===== config.mk =====
export PLATFORM = sky130hd
export DESIGN_NAME = inlet_dose_sequencer
export DESIGN_NICKNAME = d
export VERILOG_FILES = /design/src/rtl/inlet_dose_sequencer.sv
export SDC_FILE = /design/constraint.sdc
export NUM_CORES = 1
export LEC_CHECK = 0
export BUFFER_PORTS_ARGS = -buffer_cell sky130_fd_sc_hd__clkbuf_2
export CAP_MARGIN = 5
export CORE_ASPECT_RATIO = 1.2
export CORE_UTILIZATION = 43
export CTS_BUF_LIST = sky130_fd_sc_hd__clkbuf_4
export CTS_CLUSTER_SIZE = 40
export DETAILED_ROUTE_END_ITERATION = 10
export PLACE_DENSITY = 0.68
export RECOVER_POWER = 50
export SLEW_MARGIN = 10
export SYNTH_ARGS = -nofsm -noshare
export SYNTH_HDL_FRONTEND = slang
export SYNTH_SLANG_ARGS = --single-unit

===== constraint.sdc =====
create_clock -name clk -period 13.36 [get_ports clk]
set_input_delay 2.672 -clock clk [delete_from_list [all_inputs] [get_ports clk]]
set_output_delay 2.672 -clock clk [all_outputs]
set_load 0.1 [all_outputs]

===== src/rtl/inlet_dose_sequencer.sv =====
// inlet_dose_sequencer
//   Timed controller for the three inlets (soln1..soln3) of the mixing
//   netlist. An accepted start opens every inlet whose duration is non-zero.
//   Each inlet closes on its own after its programmed number of cycles. When
//   the longest inlet has closed, a settle interval lets the mixer chain
//   flush. The block then reports completion for one cycle.
//
// Ports
//   clk, rst          : clock, synchronous active-high reset
//   start             : begin a run (accepted only in IDLE with abort low)
//   abort             : terminate a run in DOSE/SETTLE/DONE immediately
//   dur1..dur3        : inlet open cycles, latched at the accepted start
//   settle            : post-dose settle cycles, latched at the accepted start
//   valve1..valve3    : registered inlet-open outputs
//   busy              : run in progress (DOSE, SETTLE, DONE)
//   done              : one-cycle pulse, run completed normally
//   aborted           : one-cycle pulse, run terminated by abort
//   run_count         : completed-run counter, wraps at 2^RUN_W
//
// Handshake: start is a level sampled on every rising edge; it takes effect
// only when the block is idle and abort is low. There is no queuing, so a
// start seen outside IDLE is dropped.

module inlet_dose_sequencer #(
    parameter int CNT_W = 16,
    parameter int RUN_W = 8
) (
    input  logic             clk,
    input  logic             rst,
    input  logic             start,
    input  logic             abort,
    input  logic [CNT_W-1:0] dur1,
    input  logic [CNT_W-1:0] dur2,
    input  logic [CNT_W-1:0] dur3,
    input  logic [CNT_W-1:0] settle,
    output logic             valve1,
    output logic             valve2,
    output logic             valve3,
    output logic             busy,
    output logic             done,
    output logic             aborted,
    output logic [RUN_W-1:0] run_count
);

    typedef enum logic [1:0] {
        IDLE   = 2'd0,
        DOSE   = 2'd1,
        SETTLE = 2'd2,
        DONE   = 2'd3
    } state_t;

    state_t           state;
    state_t           state_next;

    // Phase counter: holds remaining cycles of the current DOSE or SETTLE phase.
    logic [CNT_W-1:0] cnt;
    logic [CNT_W-1:0] cnt_next;
    logic [CNT_W-1:0] settle_q;
    logic [CNT_W-1:0] settle_next;

    // Per-inlet down-counters; each inlet is timed independently.
    logic [CNT_W-1:0] dur_in     [3];
    logic [CNT_W-1:0] vcnt       [3];
    logic [CNT_W-1:0] vcnt_next  [3];
    logic [2:0]       valve_q;
    logic [2:0]       valve_next;

    logic [CNT_W-1:0] d12;
    logic [CNT_W-1:0] dmax;
    logic             accept;
    logic             kill;

    assign dur_in[0] = dur1;
    assign dur_in[1] = dur2;
    assign dur_in[2] = dur3;

    assign d12  = (dur1 > dur2) ? dur1 : dur2;
    assign dmax = (d12 > dur3) ? d12 : dur3;

    assign accept = (state == IDLE) && start && !abort;
    assign kill   = (state != IDLE) && abort;

    // Next-state and phase counter. A phase counter value of 1 marks the last
    // cycle of the phase, so a phase loaded with N lasts exactly N cycles and
    // the full 2^CNT_W-1 range is usable without wrap.
    always_comb begin
        state_next  = state;
        cnt_next    = cnt;
        settle_next = settle_q;
        case (state)
            IDLE: begin
                if (accept) begin
                    settle_next = settle;
                    if (dmax != '0) begin
                        state_next = DOSE;
                        cnt_next   = dmax;
                    end else if (settle != '0) begin
                        state_next = SETTLE;
                        cnt_next   = settle;
                    end else begin
                        state_next = DONE;
                        cnt_next   = '0;
                    end
                end
            end
            DOSE: begin
                if (cnt == CNT_W'(1)) begin
                    if (settle_q != '0) begin
                        state_next = SETTLE;
                        cnt_next   = settle_q;
                    end else begin
                        state_next = DONE;
                        cnt_next   = '0;
                    end
                end else begin
                    cnt_next = cnt - CNT_W'(1);
                end
            end
            SETTLE: begin
                if (cnt == CNT_W'(1)) begin
                    state_next = DONE;
                    cnt_next   = '0;
                end else begin
                    cnt_next = cnt - CNT_W'(1);
                end
            end
            DONE: begin
                state_next = IDLE;
            end
            default: begin
                state_next = IDLE;
            end
        endcase
        if (kill) begin
            state_next = IDLE;
            cnt_next   = '0;
        end
    end

    // Inlet timing: a valve opens at the accept edge when its duration is
    // non-zero and closes after the cycle in which its counter reads 1.
    always_comb begin
        for (int k = 0; k < 3; k++) begin
            valve_next[k] = valve_q[k];
            vcnt_next[k]  = vcnt[k];
            if (accept) begin
                valve_next[k] = (dur_in[k] != '0);
                vcnt_next[k]  = dur_in[k];
            end else if (kill) begin
                valve_next[k] = 1'b0;
                vcnt_next[k]  = '0;
            end else if (valve_q[k]) begin
                vcnt_next[k] = vcnt[k] - CNT_W'(1);
                if (vcnt[k] == CNT_W'(1)) begin
                    valve_next[k] = 1'b0;
                end
            end
        end
    end

    always_ff @(posedge clk) begin
        if (rst) begin
            state     <= IDLE;
            cnt       <= '0;
            settle_q  <= '0;
            valve_q   <= '0;
            busy      <= 1'b0;
            done      <= 1'b0;
            aborted   <= 1'b0;
            run_count <= '0;
            for (int k = 0; k < 3; k++) begin
                vcnt[k] <= '0;
            end
        end else begin
            state    <= state_next;
            cnt      <= cnt_next;
            settle_q <= settle_next;
            valve_q  <= valve_next;
            busy     <= (state_next != IDLE);
            done     <= (state_next == DONE);
            aborted  <= kill;
            // An abort during DONE cancels the completion credit.
            if (state == DONE && !abort) begin
                run_count <= run_count + RUN_W'(1);
            end
            for (int k = 0; k < 3; k++) begin
                vcnt[k] <= vcnt_next[k];
            end
        end
    end

    assign valve1 = valve_q[0];
    assign valve2 = valve_q[1];
    assign valve3 = valve_q[2];

endmodule


-- Word-level counts from Yosys, hierarchy flattened
Memories as Yosys holds them, arrays and structs flattened.
Index checks and enable logic that the tools add are counted.
Widths: inputs -> output; s select.
- div/mod/pow operators: 0
- reduce and logical (&&, ||, !) cells: 18
- eq/ne operators: 9
- muxes and demuxes: 44
- shifts and indexed selects: 0
- $add $sub $neg: 5
- bitwise operators: 3
- multiply operators: 0
- order comparisons: 2
- operator list (kind ; count):
    $mux 16 ; 20
    $reduce_bool 16->1 ; 6
    $eq 16x1->1 const B ; 4
    $sub 16x1->16 const B ; 4
    $pmux 16 s3 ; 1
    $gt 16x16->1 ; 2
    $mux 1 ; 17
    $mux 2 ; 5
    $add 8x1->8 const B ; 1
    $pmux 2 s4 ; 1
    $eq 2x2->1 const B ; 3
    $logic_and 1x1->1 ; 4
    $reduce_and 2->1 ; 2
    $reduce_bool 2->1 ; 2
    $or 1x1->1 ; 3
    $reduce_bool 3->1 ; 1
    $eq 2x1->1 const B ; 1
    $logic_not 2->1 ; 1
    $ne 2x2->1 const B ; 1
    $reduce_or 2->1 ; 1
    $logic_not 1->1 ; 1
- input port bits: 68
- flip-flop bits (word level): 48
- bits in latches: 0
- memories kept: 1
- bits in writable memories: 48
- memory bits (read-only): 0
- memory list (memory ; depth ; bits a word ; read ports ; clocked after memory_dff ; wr ports ; line ; RTL):
    vcnt ; 3 ; 16 ; 3 ; 0 ; 3 ; 63 ; logic [CNT_W-1:0] vcnt [3];

-- Logic depth before layout (Yosys ltp)
- word-level depth: 10
- depth in mapped cells: 20
- gate-level depth less buffers: 18

-- Worst setup path after synthesis
No wires, ideal clock.
- path kind: input-to-reg
- start: input port dur2[15]
- end: register cnt[8]
- path buffers: 1
- cell stages on the path: 17
- slack: 6586 ps
- data arrival time: 6656 ps
- cell sequence: inv_1 -> ha_1 -> nand4_2 -> or4_4 -> or2_2 -> nand2_1 -> buf_2 -> mux2_2 -> ha_1 -> nand4_1 -> nor3_1 -> nand2b_1 -> a21oi_1 -> nor2_1 -> o31a_1 -> a211o_1 -> a32o_1
- word-level cells in the longest chain between the ends: 8
- RTL lines (what ; line ; RTL):
    start, declared ; 33 ; input logic [CNT_W-1:0] dur2,
    $gt 16x16->1 ; 77 ; assign d12 = (dur1 > dur2) ? dur1 : dur2;
    $mux 16 * ; 77 ;
    $gt 16x16->1 ; 78 ; assign dmax = (d12 > dur3) ? d12 : dur3;
    $mux 16 * ; 78 ;
    $reduce_bool 16->1 ; 94 ; if (dmax != '0) begin
    $mux 16 * ; 94 ;
    $mux 16 * ; 92 ; if (accept) begin
    $pmux 16 s3 * ; 90 ; case (state)
    end signal, assigned ; 176 ; cnt <= cnt_next;
    end, declared ; 56 ; logic [CNT_W-1:0] cnt;
Mark *: on every way between the ends. The rest lies on a longest branch, timed or not. The select of a mux whose other input is x is not followed.
A chain may end at the register's enable or synchronous reset.

-- Worst setup path in the final report
- start: input port dur2[15]
- end: register busy
- word-level cells in the longest chain between the ends: 10
- RTL lines (what ; line ; RTL):
    $gt 16x16->1 ; 77 ;
    $mux 16 * ; 77 ;
    $gt 16x16->1 ; 78 ;
    $mux 16 * ; 78 ;
    $reduce_bool 16->1 * ; 94 ;
    $mux 2 * ; 94 ;
    $mux 2 * ; 92 ;
    $pmux 2 s4 * ; 90 ;
    $mux 2 * ; 134 ; if (kill) begin
    $reduce_bool 2->1 * ; 179 ; busy <= (state_next != IDLE);
    end signal, assigned ; 179 ;
    end, declared ; 39 ; output logic busy,
Mark *: on every way between the ends. The rest lies on a longest branch, timed or not.

==> run metrics <==
Yosys reg bits 96; nets roughly 1100; Pint 0.000731 W; Net Sw Frac 0.493; clk_skew approximately 0.030 ns; Ys Warns 0; hold buffers post-CTS 0; crit path to busy$_SDFF_PP0_; Placer Congestion roughly 0.92; hpwl dp 16000 um; Worst Tran Pin Value about 4.0 ns; Switch Pwr just over 0.0007 W; Ports roughly 80; sequential area share after synthesis 0.282; final std cells w/o fill between 1000 and 1500; TritonCTS clock tree built; worst r2r src state[0]$_SDFF_PP0_; final hold violations 0; DR vias/cell between 6 and 7; multi-input logic area around 0.0045 sq mm; DRC violations left 0; area leader, netlist dfxtp_1; synth top area cells dfxtp_1 28%, ha_1 8.4%, a21oi_1 6.5%; mean post-synth cell area approximately 7.4 sq um; Fin Setup TNS 0 ns; Comb power frac 0.579; Post-Syn Instances between 900 and 1000; Iter 0 DRT Violations 700; Initial Util 0.438; CP Launch Type input port; WP data required ~14 ns; Syn Std Cell Area approximately 0.0068 sq mm; fin crit period roughly 7.6 ns; Most used DFF post-synth dfxtp_1; Async S/R FF share, synth 0; total CTS buffers 9; Post-Synth Adder-Cell Area 0.0844; multiplexer area fraction after synthesis 0.0244; vias in the first global route approximately 6600; Synth cell types 64; hold slack 0.490 ns; Reg clk slew, reported paths between 0.15 and 0.2 ns; Tot Pwr ~0.0014 W; Filler cells ~1600; critical path endpoint category flip-flop; num rows 50; initial antenna violation count 1; Synth Area in Simple Gates 0.264; most common cell in the netlist nand2_1; post-CTS setup buffer count 0; FF+latch area 0.00192 sq mm; design area ~0.0075 sq mm; DRT Pass-1 Iters 5; R2R setup slack roughly 10 ns; share of cells above drive strength 1 0.129; Synth Area in XOR/XNOR 0.0359; fmax about 130 MHz; reg2reg path depth 9; Net Count, Synth about 1000; PortBufs 81; top-area cell type share of the netlist area 0.282; H-tree depth 3; drt wl/cell ~18 um; RSZ-0062 raised after global routing false; Layout area overhead 10.1%; Crit Path Max Fanout 17; failing checks capacitance limit, slew limit; Seq pwr share 0.313; largest net degree at the start of global routing between 80 and 90; Worst VDD drop between 60 and 70 uV; r2r endpoint vcnt[0][37]$_SDFFE_PP0P_; Critical Path Start dur2[15]; post-synthesis compound-gate area fraction 0.255; total gr overflow 0; core area between 0.015 and 0.02 sq mm; clk root buf clkbuf_4; Post-Route WL 21800 um; Worst EP arrival 7.86 ns; DIE AREA between 0.015 and 0.02 sq mm; chip width between 100 and 150 um; area post-placement ~0.0074 sq mm; global-route wire length before repair approximately 34000 um; worst skew pair latency between 0.5 and 0.6 ns; GRT Overall Usage 0.272; Die Y-Extent ~140 um; Cell Pwr Density ~190 mW/mm^2; maximum root-to-sink buffer count 2; period utilisation layout 0.571; final setup fails 0; CTS Sinks 96; Clock Power Share 0.109; Final ANT Viol Nets 0; Via Count roughly 7200; Worst slew margin -1.69; number of flops mapped to enable cells by yosys 0; critical path class input port to flip-flop; worst hold path type flip-flop to flip-flop; main combinational cell family by area after synthesis simple AND/OR/NAND/NOR gates; Slew Viols, Final a little over 80; Leak 3.06 nW; Synth top cells by count 115 x nand2_1, 96 x dfxtp_1, 89 x a21oi_1; status finished with violations; Resize count post-CTS 0; cell count after placement 1180; Max-Cap Viols 1
[cells by family after synthesis]
| logic type | after synthesis |
|---|---|
| buf+inv | 96 |
| mux | 15 |
| compound gates | 271 |
| flops | 96 |
| simple gates | 374 |
| xor+xnor | 28 |
| fa+ha+maj | 46 |
[state kept, by name, summed over array words and instances (netlist names)]
name	count
aborted	1
busy	1
cnt	16
done	1
run_count	8
settle_q	16
state	2
valve_q	3
vcnt	48
[metal layers]
metal  up-vias  GRT usage  part of all wire
li1       3511          -                 -
met1      3407      0.367              0.45
met2       276      0.432              0.46
met3        38     0.0502             0.068
met4         0     0.0933             0.024
met5         -          0                 0
[power by group through the flow]
stage               logic (W)  clock network, W  registers, W
finish               0.000835          0.000157      0.000451
detailed placement   0.000820                 0      0.000452
CTS                  0.000824          0.000163      0.000446
floorplan            0.000621                 0      0.000456
global route         0.000929          0.000177      0.000462
global placement     0.000818                 0      0.000453
[cell type report]
type	count	share of cell area
antenna	1	0.000333
clock buffer	10	0.00999
clock inverter	6	0.00716
inverter	49	0.0245
multi-input combinational	734	0.604
sequential	96	0.256
tap	208	0.0346
timing repair buffer	93	0.0636
[stage by stage]
step | utilization | worst slack [ns]
after floorplan | - | 6.59
after detailed placement | 0.475 | 5.44
after CTS | 0.483 | 6.02
final | 0.482 | 5.74
after global routing | 0.482 | 5.53
after global placement | 0.475 | 5.50
[worst max-delay path, stage by stage]
cell and delay [ns]:
clkbuf_2 0.12, inv_1 0.05, ha_1 0.31, nand4_2 0.15
or4_4 0.57, or2_2 0.34, nand2_1 0.51, mux2_2 0.45
ha_1 0.31, nand4_1 0.11, nor3_1 0.28, nand2b_1 0.08
a21oi_1 0.27, or2_0 0.73, a31oi_4 0.42, o21ba_2 0.33
o21bai_1 0.14
[layout by cell type, fill, tap and decap left out, types with 7 or more instances in the layout]
cell,n
xnor2_1,9
clkbuf_4,10
o22ai_1,7
clkbuf_2,70
inv_1,49
a211oi_1,14
dfxtp_1,96
nor2_1,86
o21ai_0,43
a31oi_1,18
mux2_2,13
ha_1,46
nand2_1,115
xor2_1,19
nor3_1,47
a22oi_1,24
nor4_1,23
a221oi_1,12
o211ai_1,18
a21oi_1,89
buf_4,11
or3_1,14
nand3_1,31
nand4_1,10
clkbuf_1,12
a21o_1,15
[how the worst min path moves through the flow]
stage,to,cells after the start,start
global route,settle_q[4]$_SDFFE_PP0P_,2,settle_q[4]$_SDFFE_PP0P_
detailed placement,settle_q[11]$_SDFFE_PP0P_,2,settle_q[11]$_SDFFE_PP0P_
finish,settle_q[11]$_SDFFE_PP0P_,2,settle_q[11]$_SDFFE_PP0P_
CTS,settle_q[11]$_SDFFE_PP0P_,2,settle_q[11]$_SDFFE_PP0P_
global placement,settle_q[4]$_SDFFE_PP0P_,2,settle_q[4]$_SDFFE_PP0P_
floorplan,settle_q[5]$_SDFFE_PP0P_,2,settle_q[5]$_SDFFE_PP0P_
(Power assumes the default switching activity.)
